===== config.mk =====
export PLATFORM = sky130hd
export DESIGN_NAME = du_ram_loader
export DESIGN_NICKNAME = d
export VERILOG_FILES = /design/src/rtl/du_ram_loader.sv
export SDC_FILE = /design/constraint.sdc
export NUM_CORES = 1
export LEC_CHECK = 0
export CORE_UTILIZATION = 50
export CTS_BUF_LIST = sky130_fd_sc_hd__clkbuf_8
export DETAILED_ROUTE_END_ITERATION = 6
export GPL_TIMING_DRIVEN = 1
export PLACE_DENSITY = 0.85
export SKIP_CTS_REPAIR_TIMING = 1
export SLEW_MARGIN = 5
export SYNTH_ARGS = -nofsm -noshare
export SYNTH_HDL_FRONTEND = slang
export SYNTH_SLANG_ARGS = --single-unit
export TNS_END_PERCENT = 10

===== constraint.sdc =====
create_clock -name clk -period 2.2 [get_ports clk]
set_clock_uncertainty 0.05 [all_clocks]
set_input_delay 0.33 -clock clk [delete_from_list [all_inputs] [get_ports clk]]
set_output_delay 0.33 -clock clk [all_outputs]
set_load 0.1 [all_outputs]

===== src/rtl/du_ram_loader.sv =====
// DU RAM writer: takes 8x8 blocks of YUV 4:4:4 pixels and writes the Y, U and V planes
// into a 192-byte RAM, then holds the block for the encoder until it acknowledges.
module du_ram_loader (
    input  logic       clk,
    input  logic       reset_n,
    input  logic       pix_valid,
    output logic       pix_ready,
    input  logic [7:0] pix_y,
    input  logic [7:0] pix_u,
    input  logic [7:0] pix_v,
    output logic [7:0] du_ram_aw,
    output logic [7:0] du_ram_di,
    output logic       du_ram_we,
    output logic       du_blk_valid,
    input  logic       du_blk_ack,
    output logic [7:0] blk_count
);

    typedef enum logic [2:0] {
        S_IDLE,
        S_ACCEPT,
        S_WR_Y,
        S_WR_U,
        S_WR_V,
        S_FULL
    } state_t;

    state_t     r_state;
    state_t     w_next;
    logic [5:0] r_idx;
    logic [7:0] r_py;
    logic [7:0] r_pu;
    logic [7:0] r_pv;
    logic [7:0] r_blk_count;
    logic       w_last;
    logic       w_take;
    logic [7:0] w_idx8;

    assign w_last    = (r_idx == 6'd63);
    assign w_idx8    = {2'b00, r_idx};
    assign w_take    = pix_valid && pix_ready;
    assign blk_count = r_blk_count;

    // Outputs depend only on r_state/r_idx/capture regs; inputs only steer w_next.
    always_comb begin
        w_next       = r_state;
        pix_ready    = 1'b0;
        du_ram_we    = 1'b0;
        du_ram_aw    = 8'd0;
        du_ram_di    = 8'd0;
        du_blk_valid = 1'b0;
        case (r_state)
            S_IDLE: w_next = S_ACCEPT;
            S_ACCEPT: begin
                pix_ready = 1'b1;
                if (pix_valid) w_next = S_WR_Y;
            end
            S_WR_Y: begin
                du_ram_we = 1'b1;
                du_ram_aw = w_idx8;
                du_ram_di = r_py;
                w_next    = S_WR_U;
            end
            S_WR_U: begin
                du_ram_we = 1'b1;
                du_ram_aw = w_idx8 + 8'd64;
                du_ram_di = r_pu;
                w_next    = S_WR_V;
            end
            S_WR_V: begin
                du_ram_we = 1'b1;
                du_ram_aw = w_idx8 + 8'd128;
                du_ram_di = r_pv;
                if (w_last) begin
                    w_next = S_FULL;
                end else begin
                    // Overlap the next accept with the V write to sustain 1 pixel / 3 cycles.
                    pix_ready = 1'b1;
                    w_next    = pix_valid ? S_WR_Y : S_ACCEPT;
                end
            end
            S_FULL: begin
                du_blk_valid = 1'b1;
                if (du_blk_ack) w_next = S_ACCEPT;
            end
            default: w_next = S_IDLE;
        endcase
    end

    always_ff @(posedge clk) begin
        if (!reset_n) begin
            r_state     <= S_IDLE;
            r_idx       <= 6'd0;
            r_py        <= 8'd0;
            r_pu        <= 8'd0;
            r_pv        <= 8'd0;
            r_blk_count <= 8'd0;
        end else begin
            r_state <= w_next;
            if (w_take) begin
                r_py <= pix_y;
                r_pu <= pix_u;
                r_pv <= pix_v;
            end
            if (r_state == S_WR_V) r_idx <= w_last ? 6'd0 : r_idx + 6'd1;
            if (r_state == S_FULL && du_blk_ack) r_blk_count <= r_blk_count + 8'd1;
        end
    end

endmodule


After elaboration in Yosys (flattened, before gate mapping)
Index checks and enable logic that the tools add are counted.
{"block": "classes", "add_sub_neg": 4, "n_eq_ne": 8, "n_mux": 12, "reduce_logical": 5}
{"cell": "8-bit case mux with 3 select lines", "n": 2}
{"cell": "3-bit case mux with 6 select lines", "n": 1}
{"cell": "3-bit 2-to-1 mux", "n": 3}
{"cell": "6-bit by 7-bit adder with 8-bit output (second input constant)", "n": 1}
{"cell": "6-bit by 8-bit adder with 8-bit output (second input constant)", "n": 1}
{"cell": "8-bit by 1-bit adder with 8-bit output (second input constant)", "n": 1}
{"cell": "6-bit by 1-bit adder with 6-bit output (second input constant)", "n": 1}
{"cell": "3-bit by 2-bit equality test with 1-bit output (second input constant)", "n": 2}
{"cell": "3-bit equality test (second input constant)", "n": 2}
{"cell": "6-bit equality test (second input constant)", "n": 1}
{"cell": "6-bit 2-to-1 mux", "n": 1}
{"cell": "2-bit != test (second input constant)", "n": 2}
{"cell": "3-bit by 1-bit equality test with 1-bit output (second input constant)", "n": 1}
{"cell": "3-bit zero test", "n": 1}
{"cell": "1-bit 2-to-1 mux", "n": 3}
{"cell": "3-bit OR reduction", "n": 1}
{"cell": "1-bit logical AND", "n": 2}
{"cell": "2-bit 2-to-1 mux", "n": 1}
{"cell": "1-bit case mux with 2 select lines", "n": 1}
{"cell": "2-bit AND reduction", "n": 1}
{"block": "totals", "ff_bits": 41, "input_bits": 28, "output_inout_bits": 27, "elab_cells": 35}

Longest topological paths before layout
{"block": "logic_depth", "word_depth": 4, "mapped_depth": 7}

Worst setup path before layout
OpenSTA, ideal clock, no wires.
{"block": "synth_path", "kind": "register -> output", "startpoint": "register r_state[0]", "endpoint": "output du_ram_di[0]", "arrival_time_ns": 2.909, "slack_ns": -1.089, "stages_incl_launch_ff": 5, "path_buffers": 2, "cell_sequence": "dfxtp_1 buf_4 buf_2 mux2i_1 o21ai_0"}
{"block": "synth_via", "elab_chain_cells": 2, "elab_cells_between_ends": 4, "classes_between": "eq/ne (3); mux (1)"}
{"element": "start: declaration", "line_no": "28", "source": "state_t r_state;"}
{"element": "start signal: assignment", "line_no": "99", "source": "r_state <= w_next;"}
{"element": "3-bit equality test / 3-bit by 2-bit equality test with 1-bit output (equally long branches)", "line_no": "52", "source": "case (r_state)"}
{"element": "8-bit case mux with 3 select lines *", "line_no": "52"}
{"element": "end: declaration", "line_no": "12", "source": "output logic [7:0] du_ram_di,"}
Mark *: on every way between the ends. The rest lies on a longest branch, timed or not.

Worst setup path in the final report
{"block": "layout_path", "startpoint": "register r_idx[0]", "endpoint": "output pix_ready"}
{"block": "layout_via", "elab_chain_cells": 3}
{"element": "start: declaration", "line_no": "30", "source": "logic [5:0] r_idx;"}
{"element": "start signal: assignment", "line_no": "105", "source": "if (r_state == S_WR_V) r_idx <= w_last ? 6'd0 : r_idx + 6'd1;"}
{"element": "6-bit equality test", "line_no": "39", "source": "assign w_last = (r_idx == 6'd63);"}
{"element": "1-bit 2-to-1 mux", "line_no": "74", "source": "if (w_last) begin"}
{"element": "1-bit case mux with 2 select lines", "line_no": "52"}
{"element": "end: declaration", "line_no": "7", "source": "output logic pix_ready,"}
No other way between the ends.

==> run summary <==
R2R Setup Slk: 0.31 ns
Final Hold Fails: 0
RR Endpoint: r_pu[0]$_SDFFE_PN0P_
port buffer count: 54
Top Ports: 55
top cell type by total area after synthesis: dfxtp_1
worst slew pin tran: 0.395 ns
Max-slew headroom: 73.7%
top post-synthesis cells by area: dfxtp_1, mux2i_1, nand2_1
critical path type: flip-flop to output pin
Hold Crit Class: flip-flop to flip-flop
Static Leak: 0.00117 uW
clk root buf: clkbuf_8
CP required: 1.82 ns
clock sinks: 41
final hold slack: 0.410 ns
TritonRoute pass-1 iters: 4
Final min period: 2.10 ns
filler instances: 247
P&R area growth vs syn: 46.5%
stages on the worst setup path: 6
Seq/Total Area, Yosys: 39.9%
post-synth net total: 273
GR Util met3: 5.34%
vias in the first global route: 1,803
fin worst setup slack: 0.103 ns
first-pass GRT wire length: 8100 um
Final Util: 79.3%
Pwr per Cell Area: 631 nW/um^2
Max stage delay on crit path: 0.35 ns
r2r worst-path depth: 6
routed wire length: 4960 um
Post-Layout Cell Count: 348
CTS tree: built
met1 Use GR: 29.6%
vias per cell: 5.22
core area: 3800 um^2
CP Capture Type: output pin
CP cell instances: ha_1 -> and3_4 -> nand3_1 -> a21oi_1 -> nor2_1 -> buf_12
Placed Instances: 340
Distinct cells, synth: 34
Cells after Synth: 243
Buf/Inv on CP: 1
Critical R2R Launch: r_idx[0]$_SDFFE_PN0P_
initial antenna violation count: 0
Total Routing Usage GR: 24.7%
DRC: 0
pin count of the biggest net entering global routing: 45
HP Start: r_py[0]$_SDFFE_PN0P_
GPL Wtd Cong: 0.804
CTS Buf Count: 5
Initial Util: 54.2%
busiest grt layer: met2
Antenna Nets Post-Route: 0
Synth Register Bits: 41
top-area cell type share of the netlist area: 39.9%
Max-Cap Viols: 0
DR vias: 1,817
Die X: 66.1 um
clk slew on worst S/H paths: 0.08 ns
Clock Tree Buf Depth: 2
Sum Neg Setup Slack: 0 ns
status: complete, no violations
Die Y: 66.1 um
M2 GR Usage: 42.5%
Hold Path Depth: 2
worst-skew pair later-pin latency: 0.30 ns
Inserted Diodes: 0
mean area per synthesized cell: 8.46 um^2
Syn Std Cell Area: 2060 um^2
Crit path max-delay family: simple AND/OR/NAND/NOR gates
Nets: 329
Peak supply drop: 0.575 mV
ratio of cells with drive above 1 in the final layout: 22.0%
yosys warns: 0
DIE AREA: 4370 um^2
Place WS: 0.343 ns
type of origin of the critical path: flip-flop
Finish-stage setup viols: 0
DRT iter0 DRCs: 92
grt ovf: 0
routed length per placed instance: 14.2 um
largest fanout on the critical path: 5
Critical Path AT: 1.72 ns
CP max stage cell: dfxtp_1
final period utilization: 95.3%
FMAX: 477 MHz
post-DP HPWL: 3440 um
fin. max-slew vios: 0
# rows: 22
Hold Crit Endpoint: r_py[0]$_SDFFE_PN0P_
CTS H-tree lvls: 2
cells in the final DEF (no fill, tap or decap), types with 2 or more instances in the layout:
cell	n
nor2b_1	2
and3_4	2
nor2_1	6
dfxtp_1	40
clkdlybuf4s50_1	26
nor2b_2	6
nand2_1	67
nand3_1	5
nor3_1	2
and2_1	8
bufinv_16	2
a21boi_1	2
clkbuf_8	5
a21boi_0	4
xnor2_1	5
or3_1	3
inv_1	4
nand2b_1	3
mux2i_1	32
buf_12	20
buf_4	15
a21oi_1	3
nand4_1	2
ha_1	2
o21ai_0	5
xor2_1	4
o21ai_2	8
stage by stage:
| stage | cell area [um^2] | power (uW) |
|---|---|---|
| floorplan | 2100 | 1050 |
| global placement | 2870 | 1190 |
| detailed placement | 2870 | 1200 |
| CTS | 3000 | 1910 |
| global route | 3010 | 1970 |
| finish | 3010 | 1900 |
report_power, final:
part / internal [uW] / switching [uW]
logic: 167 / 223
clock network: 451 / 267
registers: 773 / 19.8
synth_stat cells (all sizes together):
| cell | count |
|---|---|
| nand4 | 2 |
| ha | 2 |
| nand4b | 1 |
| a21oi | 3 |
| xor2 | 4 |
| o31a | 1 |
| o21ai | 13 |
| nor3 | 2 |
| mux2i | 32 |
| a311oi | 1 |
| o22a | 1 |
| nor4 | 1 |
| and2 | 8 |
| clkbuf | 8 |
| nand3 | 5 |
| and2b | 2 |
| or3 | 3 |
| dfxtp | 41 |
| buf | 6 |
| nor3b | 1 |
| inv | 4 |
| a21boi | 6 |
| nand2b | 3 |
| xnor2 | 5 |
| a211oi | 1 |
| and4b | 1 |
| nand2 | 68 |
| nor2 | 7 |
| nor2b | 8 |
| and3 | 3 |
worst min-delay path: cells and delay by family (launching register included):
kind / cells / cell delay (ns)
DFF: 1 / 0.31
muxes: 1 / 0.05
and+or+nand+nor: 1 / 0.05
layer usage:
metal / vias to the layer above / routed length (um) / share of wire [%]
met5: - / 0 / 0
met4: 0 / 77 / 1.6
met3: 10 / 185 / 3.7
met2: 34 / 2530 / 51
met1: 855 / 2160 / 44
li1: 918 / - / -
worst max-delay path by stage:
stage               slack [ns]           end               startpoint
global placement          0.39  du_ram_di[6]  r_state[2]$_SDFFE_PN0P_
floorplan                -0.33     pix_ready    r_idx[0]$_SDFFE_PN0P_
CTS                      -0.02  du_ram_di[7]  r_state[2]$_SDFFE_PN0P_
detailed placement        0.34  du_ram_di[1]  r_state[2]$_SDFFE_PN0P_
finish                    0.10     pix_ready    r_idx[0]$_SDFFE_PN0P_
global route            -0.002     du_ram_we  r_state[2]$_SDFFE_PN0P_
area by class of cell:
class                      instances  area (um^2)  share of cell area, %
clock inverter                     3         65.1                   2.16
inverter                           4         15.0                  0.498
timing repair buffer              63          790                   26.2
tap                               48         60.1                   1.99
clock buffer                       5         68.8                   2.28
sequential                        41          825                   27.4
multi-input combinational        184         1190                   39.5
sequential cells by signal, indices dropped and copies added, names as in the netlist:
name,flops
r_py,8
r_state,3
r_pu,8
blk_count,8
r_pv,8
r_idx,6
kinds of logic after synthesis:
| family | Yosys count | share of synthesized area (%) |
|---|---|---|
| and+or+nand+nor | 115 | 26.4 |
| DFF | 41 | 39.9 |
| muxes | 32 | 15.6 |
| AOI/OAI and AO/OA | 26 | 8.33 |
| buffers and inverters | 18 | 4.74 |
| xor gates and xnor gates | 9 | 3.83 |
| adders and majority gates | 2 | 1.22 |
Note: power is estimated with default switching activity, not from simulation.
